### src/rtl/fetch_stage.sv
// Fetch stage: PC, instruction register and opcode predecode for the control decoder.
// Optional macro FETCH_ILLEGAL_TRAP_EN halts on opidx 24..30 and flags illegal.
module fetch_stage (
    input  logic        clk,
    input  logic        rst,
    output logic [7:0]  imem_addr,
    output logic        imem_re,
    input  logic [17:0] imem_rdata,
    output logic [26:0] opcode_o,
    output logic [7:0]  imm_o,
    output logic [7:0]  pc_o,
    output logic        instr_valid,
    input  logic        instr_ready,
    input  logic        pc_mux,
    input  logic        pc_we,
    output logic        halted,
    output logic        illegal
);

    typedef enum logic [2:0] {
        IDLE,
        FETCH,
        CAPTURE,
        HOLD,
        HALT
    } state_t;

    state_t      state;
    logic [7:0]  pc;
    logic [4:0]  opidx;
    logic [22:0] onehot;
    logic        bad_op;
    logic        trap_ill;
    logic        stop;
    logic        unused_rsvd;

    assign opidx       = imem_rdata[17:13];
    assign unused_rsvd = imem_rdata[8];
    assign imem_addr   = pc;

    always_comb begin
        onehot = '0;
        for (int i = 0; i < 23; i++)
            onehot[i] = (opidx == 5'(i + 1));
    end

    assign bad_op = (opidx >= 5'd24) && (opidx != 5'd31);

`ifdef FETCH_ILLEGAL_TRAP_EN
    assign trap_ill = bad_op;
`else
    // Unknown opcodes fall through as NOOPs: onehot is already zero.
    assign trap_ill = 1'b0 & bad_op;
`endif

    assign stop = (opidx == 5'd31) || trap_ill;

    always_ff @(posedge clk) begin
        if (rst) begin
            state       <= IDLE;
            pc          <= '0;
            imem_re     <= 1'b0;
            opcode_o    <= '0;
            imm_o       <= '0;
            pc_o        <= '0;
            instr_valid <= 1'b0;
            halted      <= 1'b0;
            illegal     <= 1'b0;
        end else begin
            unique case (state)
                IDLE: begin
                    state   <= FETCH;
                    imem_re <= 1'b1;
                end
                FETCH: begin
                    state   <= CAPTURE;
                    imem_re <= 1'b0;
                end
                CAPTURE: begin
                    if (stop) begin
                        state   <= HALT;
                        halted  <= 1'b1;
                        illegal <= trap_ill;
                    end else begin
                        state       <= HOLD;
                        instr_valid <= 1'b1;
                        opcode_o    <= {imem_rdata[12:11],
                                        imem_rdata[10:9],
                                        onehot};
                        imm_o       <= imem_rdata[7:0];
                        pc_o        <= pc;
                    end
                end
                HOLD: begin
                    if (instr_ready) begin
                        state       <= FETCH;
                        imem_re     <= 1'b1;
                        instr_valid <= 1'b0;
                        opcode_o    <= '0;
                        if (pc_we)
                            pc <= pc_mux ? imm_o : pc + 8'd1;
                    end
                end
                HALT: begin
                    state <= HALT;
                end
                default: begin
                    state <= IDLE;
                end
            endcase
        end
    end

endmodule

### config.mk
export PLATFORM = sky130hd
export DESIGN_NAME = fetch_stage
export DESIGN_NICKNAME = d
export VERILOG_FILES = /design/src/rtl/fetch_stage.sv
export SDC_FILE = /design/constraint.sdc
export NUM_CORES = 1
export LEC_CHECK = 0
export BUFFER_PORTS_ARGS = -buffer_cell sky130_fd_sc_hd__buf_2
export CORE_ASPECT_RATIO = 1.75
export CORE_MARGIN = 4
export CORE_UTILIZATION = 45
export DETAILED_ROUTE_END_ITERATION = 8
export PLACE_DENSITY = 0.82
export SYNTH_ARGS = -nofsm -noshare
export SYNTH_HDL_FRONTEND = slang
export SYNTH_SLANG_ARGS = --single-unit
### constraint.sdc
create_clock -name clk -period 2.25 [get_ports clk]
set_clock_uncertainty 0.15 [all_clocks]
set_input_delay 0.1125 -clock clk [delete_from_list [all_inputs] [get_ports clk]]
set_output_delay 0.1125 -clock clk [all_outputs]
set_load 0.1 [all_outputs]
---- Yosys cells after proc, flatten, opt, wreduce, memory -nomap -nowiden ----
Cells that the tools add are included.
storage, ports and cells
  flip-flop bits (word level) ............. 57
  bits in latches ......................... 0
  bits in writable memories ............... 0
  memory bits (read-only) ................. 0
  bits of input ports ..................... 23
  output and inout bits ................... 55
  word-level logic and storage cells ...... 60
  memories ................................ 0
operators by class
  $add $sub $neg .......................... 1
  multipliers ............................. 0
  divide/modulo/power cells ............... 0
  order comparisons ....................... 0
  equality and inequality tests ........... 30
  shift operators ......................... 0
  muxes and demuxes ....................... 12
  bitwise gates (word level) .............. 1
  reductions and logical operators ........ 8
operator list
  cell                                                             number
  27-bit two-way mux                                               2
  27-bit one-hot mux with 2 select lines                           1
  5-bit == test, second input constant                             9
  5-bit by 4-bit == test with 1-bit output, second input constant  8
  5-bit by 3-bit == test with 1-bit output, second input constant  4
  3-bit one-hot mux with 5 select lines                            1
  5-bit by 2-bit == test with 1-bit output, second input constant  2
  8-bit by 1-bit adder with 8-bit output, second input constant    1
  8-bit two-way mux                                                1
  3-bit by 2-bit == test with 1-bit output, second input constant  2
  3-bit two-way mux                                                2
  2-bit AND reduction                                              3
  3-bit AND reduction                                              2
  5-bit by 1-bit == test with 1-bit output, second input constant  1
  2-bit != test, second input constant                             2
  3-bit by 1-bit == test with 1-bit output, second input constant  1
  3-bit == test, second input constant                             1
  3-bit zero test                                                  1
  1-bit two-way mux                                                3
  1-bit one-hot mux with 3 select lines                            1
  3-bit nonzero test                                               1
  1-bit one-hot mux with 2 select lines                            1
  2-bit nonzero test                                               1
  1-bit inverter                                                   1

---- Depth between registers and ports, before layout ----
  word-level depth ........................ 3
  gate-level depth with buffers ........... 6
  depth with buffers taken out ............ 5

---- Worst setup path before layout ----
OpenSTA, ideal clock, no wires.
  path kind ............................... register to register
  from .................................... register pc[1] (netlist: imem_addr[1])
  to ...................................... register pc[6] (netlist: imem_addr[6])
  setup time .............................. 0.086 ns
  arrival time ............................ 1.965 ns
  data required time ...................... 2.014 ns
  slack ................................... 0.049 ns
  stages on the path, launching flop included .. 6
  path buffers ............................ 0
  period minus slack after synthesis ...... 2.201 ns
  path through ............................ dfxtp_1 -> ha_1 -> nand3_1 -> o21bai_1 -> a21oi_1 -> a211oi_1
on the way
  cells in the longest elaborated chain, start to end .. 2
ends and longest elaborated chain
  element                                 line  text
  start, declared                         29    logic [7:0] pc;
  start signal, assigned                  101   pc <= pc_mux ? imm_o : pc + 8'd1;
  8-bit by 1-bit adder with 8-bit output  101
  8-bit two-way mux                       101
Every way passes these cells.
A chain may end at the register's enable or synchronous reset.

---- Worst setup path after layout ----
  from .................................... register state[0]
  to ...................................... register opcode_o[3]
on the way
  cells in the longest elaborated chain, start to end .. 3
  elaborated cells between the ends (all ways) .. 7
  classes of those cells .................. 4 x eq/ne; 1 x mux; 2 x reduce/logical
ends and longest elaborated chain
  element                                                               line  text
  start, declared                                                       28    state_t state;
  start signal, assigned                                                60    state <= IDLE;
  start signal, assigned                                                72    state <= FETCH;
  start signal, assigned                                                76    state <= CAPTURE;
  3-bit by 2-bit == test with 1-bit output                              70    unique case (state)
  2-bit != test (no line) / 2-bit nonzero test (equally long branches)  --
  3-bit AND reduction (no line)                                         --
  end signal, assigned                                                  87    opcode_o <= {imem_rdata[12:11],
  end, declared                                                         9     output logic [26:0] opcode_o,
Parallel ways exist; a longest one is shown, timed or not.

==> results by stage <==
Yosys:
- The number of flops mapped to enable cells by yosys is 0.
- The number of unique standard cell types used by synthesis is 41.
- During synthesis, Yosys emitted a total of 0 warnings.
- A synthesized cell averages 8.72 sq um.
- The flip-flop and latch count after synthesis is 57.
- The total standard cell area after synthesis is 2330 sq um.
- Synthesis handed over a netlist of 267 instances.
- The part of the Yosys area used for sequential elements is 0.490.
- By area the synthesized netlist is led by sky130_fd_sc_hd__dfxtp_1, sky130_fd_sc_hd__a22oi_1, sky130_fd_sc_hd__nand2_1, sky130_fd_sc_hd__nor2_1, sky130_fd_sc_hd__a21oi_1.
- The leading register cell type out of synthesis is sky130_fd_sc_hd__dfxtp_1.
- Summed over all instances, the cell type with the most area after synthesis is sky130_fd_sc_hd__dfxtp_1.
- The fraction of synthesis flops using an asynchronous set or reset pin is 0.
- Synthesis produced a netlist with a net count of 291.
- The area share of the largest cell type after synthesis is 0.490.

Die:
- The height of the die is 103 microns.
- For this configuration, the core starts out at a cell density of 0.468.
- In this run the horizontal extent of the chip is 62.4 microns.
- The initialized floorplan defines 34 standard-cell rows.
- The area of the core is 4980 sq um.
- During I/O placement, the number of pins put on the boundary was 78.
- The die footprint is 6430 sq um.

Setup path:
- The worst path arrival time is 2150 ps.
- The critical path endpoint category is a register.
- The worst register-to-register path has a setup slack of 200 ps.
- The setup path with the least slack is of type reg2reg.
- Of all nets on the critical path, the largest fanout is 28.
- The kind of start point of the critical path is a register.
- The required time at the endpoint of the critical path is 2350 ps.
- Traced cell by cell, the critical path runs through o311ai_4 > a22oi_1 > nor2_1.
- The longest individual stage delay on the worst path is 990 ps.
- For this design, the slowest cell found on the critical path is sky130_fd_sc_hd__o311ai_4.

Place:
- In this run the cell area measured after placement is 2730 sq um.
- The congestion estimate from routability-driven global placement came to 0.824.
- The count of buffers added on input and output ports is 75.
- The wire-length estimate of the detail-placed layout is 4380 microns.

Power and ir drop:
- The portion of total power attributed to combinational logic is 0.161.
- In this run the power spent charging and discharging nets is 0.658 mW.
- The share of total power in sequential cells is 0.479.
- The internal power contribution is 1.54 mW.
- The fraction of power spent switching nets is 0.300.
- The worst-case IR drop observed on VDD is 0.634 mV.
- The static leakage is 1.27 nW.
- The clock network power share is 0.360.
- In this run the power density over the cells is 727 nW/um^2.

Timing:
- The number of max-slew violations in the final report came to 0.
- The time the worst path needs with I/O delays and setup is 2050 ps.
- The count of endpoints failing hold in the final timing report was 0.
- The fraction of the cycle the final worst path needs is 0.910.
- The actual transition at the worst max-transition pin is 1080 ps.
- The upper clock frequency limit is 488 MHz.
- Setup repair after global routing left no endpoint under its margin.
- The total of endpoints with negative setup slack in the final report is 0.
- The setup TNS after final layout is 0 ps.
- The worst max-slew margin expressed relative to the limit is 0.280.

Route:
- The DRC violation count after routing is 0.
- Wire segments on met3 add up to 440 microns in the final route.
- In the final routed layout, each cell accounts on average for 15.1 microns.
- In this run the top signal layer used is met4.
- After detailed routing, the total wire length is 6270 microns.
- After detailed routing, the wire length on met1 is 2310 microns.
- The number of iterations in the first detailed-routing pass is 5.
- The number of vias after detailed routing is 2298.
- The count of routing violations after the opening detailed-route iteration is 107.
- The routed length on met2 is 3320 microns.
- Using the TritonRoute via totals, the vias-per-cell ratio works out to 5.55.
- The detail route stage leaves a number of antenna-violating nets equal to 0.

Clock network:
- No sink is reached through more buffers than the 2 on the longest clock path.
- Gates resized during post-CTS repair numbered 0.
- Clock latency on the worst-skew pair, taken at its later pin, is 320 ps.
- The CTS tree is built.
- CTS saw 57 sinks.
- The number of CTS-inserted buffers is 9.
- The cell chosen for the clock root is sky130_fd_sc_hd__clkbuf_8.
- After clock tree synthesis, the clock-pin slew on the worst setup and hold paths is 60 ps.
- The clock tree synthesis step divided the H-tree into 3 levels.

Final layout:
- The layout filler cell count is 448.
- The combined flip-flop and latch cell area is 1140 sq um.
- Summing all multi-input logic gate instances after layout gives 1090 sq um.
- After routing the design area is 3020 sq um.
- The area growth from synthesis to layout is 29.8%.
- The share of layout cells above drive strength 1 is 0.287.
- After the last flow step, the layout net total stands at 379.

Global route:
- In the global route stage, overall resource usage came out at 0.197.
- The pin count of the biggest net entering global routing is 34.
- The initial antenna violation count is 0.
- The first global-routing pass estimated 10000 microns of wire.
- The via count of the first global-routing pass came to 2175.
- For this run the aggregate overflow at the end of global routing stands at 0.

Flow run:
- The reported max-cap violation count is 0.

Min path:
- The type of the worst min-delay path is in2reg.

Run status:
- The flow ran to the end, and the final reports show no timing, DRC or antenna violations.
-- through the flow --
step | power, mW | cells | setup WS, ps | utilization | hold WS (ps)
global route | 2.30 | 413 | 108 | 0.607 | 119
finish | 2.20 | 414 | 202 | 0.607 | 120
detailed placement | 1.41 | 385 | 245 | 0.548 | 212
CTS | 2.22 | 413 | 220 | 0.607 | 99.8
global placement | 1.41 | 385 | 319 | 0.548 | 200
floorplan | 1.34 | 267 | 49.2 | - | 52.2
-- Yosys cell counts (3+ instances only) --
master / count
sky130_fd_sc_hd__dfxtp_1: 57
sky130_fd_sc_hd__nand2_1: 42
sky130_fd_sc_hd__nor2_1: 35
sky130_fd_sc_hd__a22oi_1: 27
sky130_fd_sc_hd__a21oi_1: 26
sky130_fd_sc_hd__clkbuf_1: 7
sky130_fd_sc_hd__buf_2: 5
sky130_fd_sc_hd__nand2b_1: 5
sky130_fd_sc_hd__a211oi_1: 4
sky130_fd_sc_hd__nand3_1: 4
sky130_fd_sc_hd__nor2b_1: 4
sky130_fd_sc_hd__o21ai_0: 4
sky130_fd_sc_hd__o31ai_1: 4
sky130_fd_sc_hd__a31oi_1: 3
sky130_fd_sc_hd__nor3_1: 3
sky130_fd_sc_hd__nor4_1: 3
sky130_fd_sc_hd__nor4b_2: 3
-- placed cells by master (no fill, tap or decap), drive strengths merged, types with 4 or more instances in the layout --
cell / synthesis / layout
buf: 10 / 81
dfxtp: 57 / 57
nand2: 42 / 42
nor2: 35 / 35
a22oi: 27 / 27
a21oi: 26 / 26
dlygate4sd3: 0 / 13
clkbuf: 7 / 12
nand2b: 5 / 5
nand3: 5 / 5
o21ai: 5 / 5
nor2b: 4 / 4
a211oi: 4 / 4
o31ai: 4 / 4
-- metal layers --
layer / up-vias / global-route usage
met5: - / 0
met4: 0 / 0.119
met3: 16 / 0.0676
met2: 101 / 0.351
met1: 1050 / 0.196
li1: 1131 / -
-- cells by family after synthesis --
group	after synthesis	share of synthesized area
simple gates	111	0.233
compound gates	77	0.225
flops	57	0.490
buf+inv	19	0.0414
mux	1	0.00430
fa+ha+maj	1	0.00537
other cells	1	0.00161
-- registers in the layout (all words and copies together) (netlist names) --
signal / cells
imem_re: 1
state: 3
pc_o: 8
halted: 1
instr_valid: 1
imem_addr: 8
opcode_o: 27
imm_o: 8
-- what timing repair did --
item | CTS | global route
endpoints found under the hold margin | 13 | 0
hold buffers | 13 | 0
buffers inserted | 0 | 0
-- path summary, 6_finish.rpt --
path / from / to / cells past startpoint
max: state[0] / opcode_o[3] / 3
min: rst / opcode_o[2] / 2
max reg2reg: state[0] / opcode_o[3] / 3
min reg2reg: pc_o[5] / pc_o[5] / 2
-- worst max-delay path: cells and delay by family (launching register included) --
family | cells | cell delay [ps]
and+or+nand+nor | 1 | 140
AOI/OAI and AO/OA | 2 | 1230
DFF | 1 | 450
-- final cells by class --
class,instances,share of cell area
multi-input cells,191,0.361
well taps,54,0.0224
clock inverters,3,0.00579
clock buffers,12,0.0480
inverters,2,0.00248
flip-flops and latches,57,0.377
repair buffers,94,0.182
diodes,1,0.000828
-- power by group through the flow --
stage | clock, mW | combinational (mW) | sequential, mW
after global placement | 0 | 0.333 | 1.07
after detailed placement | 0 | 0.337 | 1.07
final | 0.791 | 0.354 | 1.05
after global routing | 0.869 | 0.375 | 1.06
after floorplan | 0 | 0.131 | 1.21
after CTS | 0.816 | 0.355 | 1.05
No activity file was read; power rests on OpenSTA's default activity.
